`config.mk`:
```
export PLATFORM = sky130hd
export DESIGN_NAME = seg_display_ctrl
export DESIGN_NICKNAME = d
export VERILOG_FILES = /design/src/rtl/seg_display_ctrl_pkg.sv /design/src/rtl/seg_display_ctrl_tick_gen.sv /design/src/rtl/seg_display_ctrl.sv
export SDC_FILE = /design/constraint.sdc
export NUM_CORES = 1
export LEC_CHECK = 0
export ABC_CLOCK_PERIOD_IN_PS = 2100
export CAP_MARGIN = 10
export CORE_MARGIN = 1.5
export CORE_UTILIZATION = 40
export CTS_CLUSTER_SIZE = 25
export DETAILED_ROUTE_END_ITERATION = 8
export PLACE_DENSITY = 0.67
export RECOVER_POWER = 50
export SETUP_SLACK_MARGIN = 0.15
export SLEW_MARGIN = 20
export SYNTH_ARGS = -nofsm -noshare
export SYNTH_HDL_FRONTEND = slang
export SYNTH_SLANG_ARGS = --single-unit
```
`constraint.sdc`:
```
create_clock -name clk -period 2.1 [get_ports clk]
set_input_delay 0.21 -clock clk [delete_from_list [all_inputs] [get_ports clk]]
set_output_delay 0.21 -clock clk [all_outputs]
set_load 0.005 [all_outputs]
```
`src/rtl/seg_display_ctrl_pkg.sv`:
```
// Register map and CTRL bit positions for the dual 7-segment display controller.
// Firmware headers mirror these values.
package seg_display_ctrl_pkg;

   // Word offsets (mem_addr[3:2] of the byte address)
   typedef enum logic [1:0] {
      REG_DATA = 2'd0,
      REG_CTRL = 2'd1,
      REG_CNT  = 2'd2,
      REG_STAT = 2'd3
   } reg_addr_e;

   // CTRL register bit positions
   localparam int unsigned CTRL_EN1      = 0;
   localparam int unsigned CTRL_EN2      = 1;
   localparam int unsigned CTRL_BLK1     = 2;
   localparam int unsigned CTRL_BLK2     = 3;
   localparam int unsigned CTRL_RATE_LSB = 4;
   localparam int unsigned CTRL_RATE_MSB = 7;
   localparam int unsigned CTRL_AUTO     = 8;
   localparam int unsigned CTRL_W        = 9;

   // STAT register field positions
   localparam int unsigned STAT_PHASE   = 0;
   localparam int unsigned STAT_CNT_LSB = 8;

endpackage

```
`src/rtl/seg_display_ctrl_tick_gen.sv`:
```
// Prescaler: emits a one-cycle tick every PRESCALE clock cycles.
module seg_tick_gen #(
   parameter int unsigned PRESCALE = 1_200_000,
   parameter int unsigned CNT_W    = 21
) (
   input  logic clk,
   input  logic rst,
   output logic tick
);

   localparam logic [CNT_W-1:0] LAST = CNT_W'(PRESCALE - 1);

   logic [CNT_W-1:0] pcnt;

   // Free-running 0..PRESCALE-1 counter
   always_ff @(posedge clk) begin
      if (rst) begin
         pcnt <= '0;
      end else if (pcnt == LAST) begin
         pcnt <= '0;
      end else begin
         pcnt <= pcnt + 1'b1;
      end
   end

   // Tick on the last count of each period
   always_comb begin
      tick = (pcnt == LAST);
   end

endmodule

```
`src/rtl/seg_display_ctrl.sv`:
```
// Memory-mapped dual 7-segment display controller on the PicoRV32 native bus.
// Holds digit codes, enables and blink settings; runs an optional hex counter.
import seg_display_ctrl_pkg::*;

module seg_display_ctrl #(
   parameter int unsigned PRESCALE = 1_200_000,
   parameter int unsigned CNT_W    = 21
) (
   input  logic        clk,
   input  logic        rst,
   input  logic        sel,
   input  logic        mem_valid,
   input  logic [1:0]  mem_addr,
   input  logic [3:0]  mem_wstrb,
   input  logic [31:0] mem_wdata,
   output logic [31:0] mem_rdata,
   output logic        mem_ready,
   output logic        disable1,
   output logic        disable2,
   output logic [4:0]  seg_data_1,
   output logic [4:0]  seg_data_2
);

   logic [4:0]        d1;
   logic [4:0]        d2;
   logic [CTRL_W-1:0] ctrl;
   logic [7:0]        cnt;
   logic              phase;
   logic [3:0]        scnt;

   logic              tick;
   logic              accept;
   logic              wr;
   logic              rd;
   logic              ctrl_wr;
   logic              step;
   logic [3:0]        rate;
   logic              auto_mode;
   reg_addr_e         addr;
   logic [31:0]       rdval;

   seg_tick_gen #(
      .PRESCALE(PRESCALE),
      .CNT_W   (CNT_W)
   ) u_tick (
      .clk (clk),
      .rst (rst),
      .tick(tick)
   );

   // Request decode, step detection and read-data mux
   always_comb begin
      addr      = reg_addr_e'(mem_addr);
      accept    = sel & mem_valid & ~mem_ready;
      wr        = accept & (|mem_wstrb);
      rd        = accept & ~(|mem_wstrb);
      ctrl_wr   = wr & (addr == REG_CTRL);
      rate      = ctrl[CTRL_RATE_MSB:CTRL_RATE_LSB];
      auto_mode = ctrl[CTRL_AUTO];
      step      = tick & (scnt == rate);
      rdval     = '0;
      case (addr)
         REG_DATA: rdval = {19'b0, d2, 3'b0, d1};
         REG_CTRL: rdval = {23'b0, ctrl};
         REG_CNT:  rdval = {24'b0, cnt};
         REG_STAT: rdval = {16'b0, cnt, 7'b0, phase};
         default:  rdval = '0;
      endcase
   end

   // Bus handshake: single-cycle ready pulse with registered read data
   always_ff @(posedge clk) begin
      if (rst) begin
         mem_ready <= 1'b0;
         mem_rdata <= '0;
      end else begin
         mem_ready <= accept;
         mem_rdata <= rd ? rdval : '0;
      end
   end

   // DATA and CTRL registers, byte-strobe qualified
   always_ff @(posedge clk) begin
      if (rst) begin
         d1   <= '0;
         d2   <= '0;
         ctrl <= '0;
      end else if (wr) begin
         if (addr == REG_DATA) begin
            if (mem_wstrb[0]) d1 <= mem_wdata[4:0];
            if (mem_wstrb[1]) d2 <= mem_wdata[12:8];
         end
         if (addr == REG_CTRL) begin
            if (mem_wstrb[0]) ctrl[7:0] <= mem_wdata[7:0];
            if (mem_wstrb[1]) ctrl[8]   <= mem_wdata[8];
         end
      end
   end

   // Step divider, blink phase and hardware counter; a CNT write beats an increment
   always_ff @(posedge clk) begin
      if (rst) begin
         scnt  <= '0;
         phase <= 1'b0;
         cnt   <= '0;
      end else begin
         if (ctrl_wr) begin
            scnt <= '0;
         end else if (tick) begin
            scnt <= step ? 4'd0 : scnt + 4'd1;
         end
         if (step) begin
            phase <= ~phase;
         end
         if (wr && (addr == REG_CNT) && mem_wstrb[0]) begin
            cnt <= mem_wdata[7:0];
         end else if (step && auto_mode) begin
            cnt <= cnt + 8'd1;
         end
      end
   end

   // Registered output mux feeding the segment decoder
   always_ff @(posedge clk) begin
      if (rst) begin
         disable1   <= 1'b1;
         disable2   <= 1'b1;
         seg_data_1 <= '0;
         seg_data_2 <= '0;
      end else begin
         disable1   <= ~ctrl[CTRL_EN1] | (ctrl[CTRL_BLK1] & phase);
         disable2   <= ~ctrl[CTRL_EN2] | (ctrl[CTRL_BLK2] & phase);
         seg_data_1 <= auto_mode ? {1'b0, cnt[3:0]} : d1;
         seg_data_2 <= auto_mode ? {1'b0, cnt[7:4]} : d2;
      end
   end

endmodule

```
==> impl_metrics.py, run 1 <==
metrics = {
    "logic_synthesis": {
        "post_synth_inst_count": 393,
        "yosys.cell_types.count": 45,
        "synth.largest_area_cell": "dfxtp_1",
        "synth_area_per_cell_sq_um": 9.18,
        "synth_edf_count": 0,
        "ys_seq_elements": 82,
        "synthTopCellsByCount": "82 x dfxtp_1, 73 x nor2_1, 25 x mux2i_1, 25 x nand3_1, 19 x nand2_1",
        "netlist.area_leader.share_pct": 45.5,
        "syn_area_sq_um": 3610,
        "synth_warnings": 0,
        "synth_most_common_cell": "dfxtp_1",
        "synth.area.top_cells": "dfxtp_1 46%, nor2_1 7.6%, mux2i_1 6.9%",
        "ys_seq_area_share_pct": 45.5,
        "synthFlopType": "dfxtp_1",
        "async_flop_share_pct": 0,
    },
    "worst_setup_path": {
        "path_cells": "and4_4, nand4_2, buf_4, nor4_4, xnor2_1, a211oi_1",
        "critical-path-slowest-cell": "dfxtp_1",
        "crit_fanout": 5,
        "crit_path_end_kind": "flip-flop",
        "cp.arrival_ns": 2.16,
        "cp-start-kind": "flip-flop",
        "crit_type": "flip-flop to flip-flop",
        "crit_path_max_incr_delay_ns": 0.43,
        "required_ns": 2.36,
    },
    "cts": {
        "clock-sinks": 82,
        "cts_root_buf": "clkbuf_8",
        "cts_buffers": 9,
        "clk_pin_slew_ns": 0.09,
        "cts_tree": "done",
        "clock_path_buffers": 2,
        "holdBufCountCts": 0,
        "htreeDepth": 3,
        "clock_latency_ns": 0.35,
    },
    "finish": {
        "multi_input_area_sq_um": 1800,
        "seqCellArea_sq_um": 1640,
        "diodes": 0,
        "area_delta_synth_final_pct": 23.0,
        "fillCellCount": 797,
        "drive_gt1_share_pct": 10.1,
        "instances_no_fill": 562,
        "finalNetCount": 494,
    },
    "sta": {
        "fmax_mhz": 526,
        "hold_viol_final": 0,
        "final_min_period_over_clock_period_pct": 90.6,
        "relSlewSlack_pct": 45.9,
        "slew_violations": 0,
        "min_period_ns": 1.90,
        "grt_setup_unrepaired": "no",
        "tightest_slew_ns": 0.811,
        "setup_viol": 0,
        "worst_clock_skew_ns": 0.0100,
        "fin_tns_setup_ns": 0,
        "fin_hold_ws_ns": 0.436,
    },
    "floorplanning": {
        "dieArea_sq_um": 9590,
        "core_region_area_sq_um": 8720,
        "die_h_um": 97.9,
        "row_count": 34,
        "initial_core_util_pct": 41.3,
        "io_pins": 87,
        "die_x_um": 97.9,
    },
    "placed_design": {
        "place_hpwl_um": 5950,
        "portBuffers": 51,
        "gp_congestion": 0.843,
        "place_inst": 544,
    },
    "grt": {
        "grt_pass1_vias": 2670,
        "grt_max_degree": 25,
        "antenna_found_initial": 0,
        "gr-total-overflow": 0,
        "grt_util_all_layers_pct": 16.9,
        "grt_pass1_wl_um": 12900,
    },
    "power": {
        "ir_drop_uv": 321,
        "p_leak_nw": 1.67,
        "power_density_nw_per_um2": 662,
    },
    "job": {
        "max-cap-violations": 0,
    },
    "status": {
        "status": "complete, no violations",
    },
    "drt": {
        "drc": 0,
        "drtPass1Iterations": 4,
        "wl_per_cell_um": 14.5,
        "wl_um": 8170,
        "vias_per_cell": 5.10,
        "vias": 2864,
        "ant_nets": 0,
        "first_iter_violations": 122,
    },
    "worst_hold_path": {
        "min_path_type": "flip-flop to flip-flop",
    },
}
==> registers in the layout, indices dropped and copies added, names as in the netlist, 4 cells and up <==
signal	flops
u_tick.pcnt	21
mem_rdata	16
ctrl	9
cnt	8
d1	5
d2	5
seg_data_1	5
seg_data_2	5
scnt	4
==> stage by stage <==
stage	worst slack [ns]	util (%)	power [mW]	area, sq um
finish	0.198	50.8	2.94	4430
detailed placement	0.0683	48.1	1.79	4200
floorplan	0.438	-	1.72	3660
global placement	0.121	48.1	1.78	4200
global route	0.150	50.8	3.04	4430
CTS	0.206	50.6	2.96	4410
==> cell families after synthesis <==
family	count (synthesis)	synth area share [%]
AO/OA/AOI/OAI	39	6.91
buffers and inverters	40	6.38
other	1	0.104
flip-flops	82	45.5
adder cells (fa/ha/maj)	3	1.04
multiplexers	26	7.56
XOR/XNOR	30	7.29
AND/OR/NAND/NOR	172	25.2
==> final timing paths <==
kind	cells after the start	end	from	slack, ns
setup / recovery	6	cnt[7]	u_tick.pcnt[9]	0.20
hold / removal	1	disable1	ctrl[0]	0.44
setup reg to reg	6	cnt[7]	u_tick.pcnt[9]	0.20
hold reg to reg	1	disable1	ctrl[0]	0.44
==> repair_timing <==
action / 4_1_cts / 5_1_grt
endpoints found under the setup margin: 0 / 3
setup buffers: 0 / 2
gates resized for setup: 0 / 2
==> layout by cell type, fill, tap and decap left out, drive strengths merged, types with 4 or more instances in the layout <==
master	netlist	layout
xor2	15	15
buf	25	16
a22oi	7	7
nor2b	4	4
mux2i	25	25
and3	9	9
a21oi	17	17
dlygate4sd3	0	30
nor4	6	6
inv	2	4
nor2	73	73
nor3	4	4
dfxtp	82	82
nand4	12	12
xnor2	15	15
a211oi	5	5
nand3b	4	4
clkdlybuf4s50	0	21
nand3	26	26
clkbuf	13	11
conb	1	16
nand2	19	19
==> final cells by class <==
cell class	count	share of cell area, %
flip-flops and latches	82	37.0
clock inverters	6	1.66
inverters	2	0.169
multi-input cells	286	40.7
well taps	108	3.05
clock buffers	10	3.10
repair buffers	68	14.3
==> critical path, delay by kind of cell, from the launching register on <==
| kind | cells | cell delay, ns |
|---|---|---|
| AOI/OAI and AO/OA | 1 | 0.26 |
| xor gates and xnor gates | 1 | 0.11 |
| buffers and inverters | 1 | 0.24 |
| DFF | 1 | 0.43 |
| and+or+nand+nor | 3 | 0.77 |
==> layer usage <==
metal | GRT usage (%) | wire, um
met5 | 0 | 0
met1 | 20.8 | 3560
met3 | 5.01 | 467
met2 | 28.4 | 3980
met4 | 5.27 | 157
==> where the power goes <==
| group | internal, mW | switching, mW | leakage, nW |
|---|---|---|---|
| Clock | 0.596 | 0.589 | 0.101 |
| Sequential | 1.57 | 0.0160 | 0.662 |
| Combinational | 0.0766 | 0.0906 | 0.905 |
| Total | 2.24 | 0.696 | 1.67 |
Power figures use the tool's default switching activity.
==> run 2, diff against run 1 <==
--- a/config.mk
+++ b/config.mk
@@ -14,7 +14,7 @@
 export PLACE_DENSITY = 0.67
 export RECOVER_POWER = 50
 export SETUP_SLACK_MARGIN = 0.15
-export SLEW_MARGIN = 20
+export SLEW_MARGIN = 30
 export SYNTH_ARGS = -nofsm -noshare
 export SYNTH_HDL_FRONTEND = slang
 export SYNTH_SLANG_ARGS = --single-unit
==> constraint.sdc (replaced) <==
create_clock -name clk -period 2.1 [get_ports clk]
set_input_delay 0.21 -clock clk [delete_from_list [all_inputs] [get_ports clk]]
set_output_delay 0.21 -clock clk [all_outputs]
set_load 0.05 [all_outputs]
==> impl_metrics.py, run 2 (synthesis results as in run 1) <==
metrics = {
    "placed_design": {
        "gp_congestion": 0.843,
        "portBuffers": 51,
        "place_ws_ns": 0.0683,
        "place_hpwl_um": 5950,
    },
    "worst_setup_path": {
        "cp-start-kind": "flip-flop",
        "cp.arrival_ns": 2.16,
        "crit_fanout": 5,
        "crit_path_end_kind": "flip-flop",
        "required_ns": 2.36,
        "crit_type": "flip-flop to flip-flop",
    },
    "drt": {
        "drc": 0,
        "first_iter_violations": 117,
        "drtPass1Iterations": 4,
        "wl_um": 8190,
        "met2WireLength_um": 3970,
        "vias": 2874,
        "wl_per_cell_um": 14.6,
        "dr.max_layer_used": "met4",
        "wl_met3_um": 478,
        "vias_per_cell": 5.11,
        "ant_nets": 0,
        "wl_met1_um": 3590,
    },
    "sta": {
        "grt_setup_unrepaired": "no",
        "slew_violations": 0,
        "worst_clock_skew_ns": 0.00965,
        "relSlewSlack_pct": 45.2,
        "tightest_slew_ns": 0.822,
        "final_min_period_over_clock_period_pct": 90.6,
        "setup_slack_ns": 0.198,
        "hold_viol_final": 0,
        "fin_tns_setup_ns": 0,
        "fmax_mhz": 526,
        "fin_hold_ws_ns": 0.436,
        "min_period_ns": 1.90,
        "setup_viol": 0,
    },
    "grt": {
        "gr-total-overflow": 0,
        "grt_pass1_wl_um": 12900,
        "grt_max_degree": 25,
        "grt_util_all_layers_pct": 16.9,
        "grt_pass1_vias": 2670,
        "antenna_found_initial": 0,
    },
    "floorplanning": {
        "io_pins": 87,
        "dieArea_sq_um": 9590,
        "row_count": 34,
        "die_h_um": 97.9,
        "die_x_um": 97.9,
        "core_region_area_sq_um": 8720,
        "initial_core_util_pct": 41.3,
    },
    "cts": {
        "clock_latency_ns": 0.35,
        "clock_path_buffers": 2,
        "holdBufCountCts": 0,
        "htreeDepth": 3,
        "cts_tree": "done",
        "cts_buffers": 9,
        "cts_root_buf": "clkbuf_8",
        "clk_pin_slew_ns": 0.09,
        "clock-sinks": 82,
    },
    "finish": {
        "top_register": "u_tick.pcnt",
        "mostFrequentLayoutCell": "dfxtp_1",
        "drive_gt1_share_pct": 10.1,
        "largest_register_ffs": 21,
        "fillCellCount": 797,
        "diodes": 0,
        "most-common-layout-cells": "82 x dfxtp_1, 73 x nor2_1, 39 x clkdlybuf4s50_1",
        "top_regs": "u_tick.pcnt (21), mem_rdata (16), ctrl (9)",
        "area_delta_synth_final_pct": 23.0,
        "finalNetCount": 494,
    },
    "status": {
        "status": "complete, no violations",
    },
    "power": {
        "ir_drop_uv": 321,
        "power_density_nw_per_um2": 676,
        "power_mw": 3.00,
        "p_leak_nw": 1.61,
    },
    "worst_hold_path": {
        "min_path_type": "flip-flop to flip-flop",
    },
    "job": {
        "max-cap-violations": 0,
    },
}
run 2: cell types whose count changed in the layout (fill, tap and decap cells not counted), sizes merged:
cell           change
clkdlybuf4s50     +18
dlygate4sd3       -18
run 2: cell type report:
cell class	instances	area [sq um]	share of cell area, %
clock buffer	10	138	3.10
tap	108	135	3.05
timing repair buffer	68	634	14.3
multi-input combinational	286	1800	40.7
clock inverter	6	73.8	1.66
inverter	2	7.51	0.169
sequential	82	1640	37.0
run 2: worst max-delay path, stage by stage, from the launching register on:
cell and delay, ns:
dfxtp_1 0.43, and4_4 0.28, nand4_2 0.20, buf_4 0.24, nor4_4 0.29, xnor2_1 0.11
a211oi_1 0.26
run 2: routing by layer:
metal  vias to the layer above  track usage, %
met5                         -               0
met4                         0            5.27
met3                        11            5.01
met2                        86            28.4
met1                      1343            20.8
li1                       1434               -
run 2: metrics by stage:
stage | instances | util (%) | cell area (sq um)
2_1_floorplan | 408 | - | 3660
3_3_place_gp | 544 | 48.1 | 4200
3_5_place_dp | 544 | 48.1 | 4200
4_1_cts | 560 | 50.6 | 4410
5_1_grt | 562 | 50.8 | 4430
6_report | 562 | 50.8 | 4430
run 2: timing repair:
item | CTS | global route
resized for setup | 0 | 2
setup buffers | 0 | 2
endpoints found under the setup margin | 0 | 3
run 2: power by group:
group	total, mW	switching [mW]	internal [mW]
clock network	1.18	0.589	0.596
logic	0.231	0.154	0.0765
registers	1.58	0.0161	1.57
total	3.00	0.759	2.24
run 2: path summary, 6_finish.rpt:
kind | from | end | slack, ns | depth (start not counted)
setup / recovery | u_tick.pcnt[9] | cnt[7] | 0.20 | 6
setup reg to reg | u_tick.pcnt[9] | cnt[7] | 0.20 | 6
hold / removal | ctrl[0] | disable1 | 0.44 | 1
hold reg to reg | ctrl[0] | disable1 | 0.44 | 1
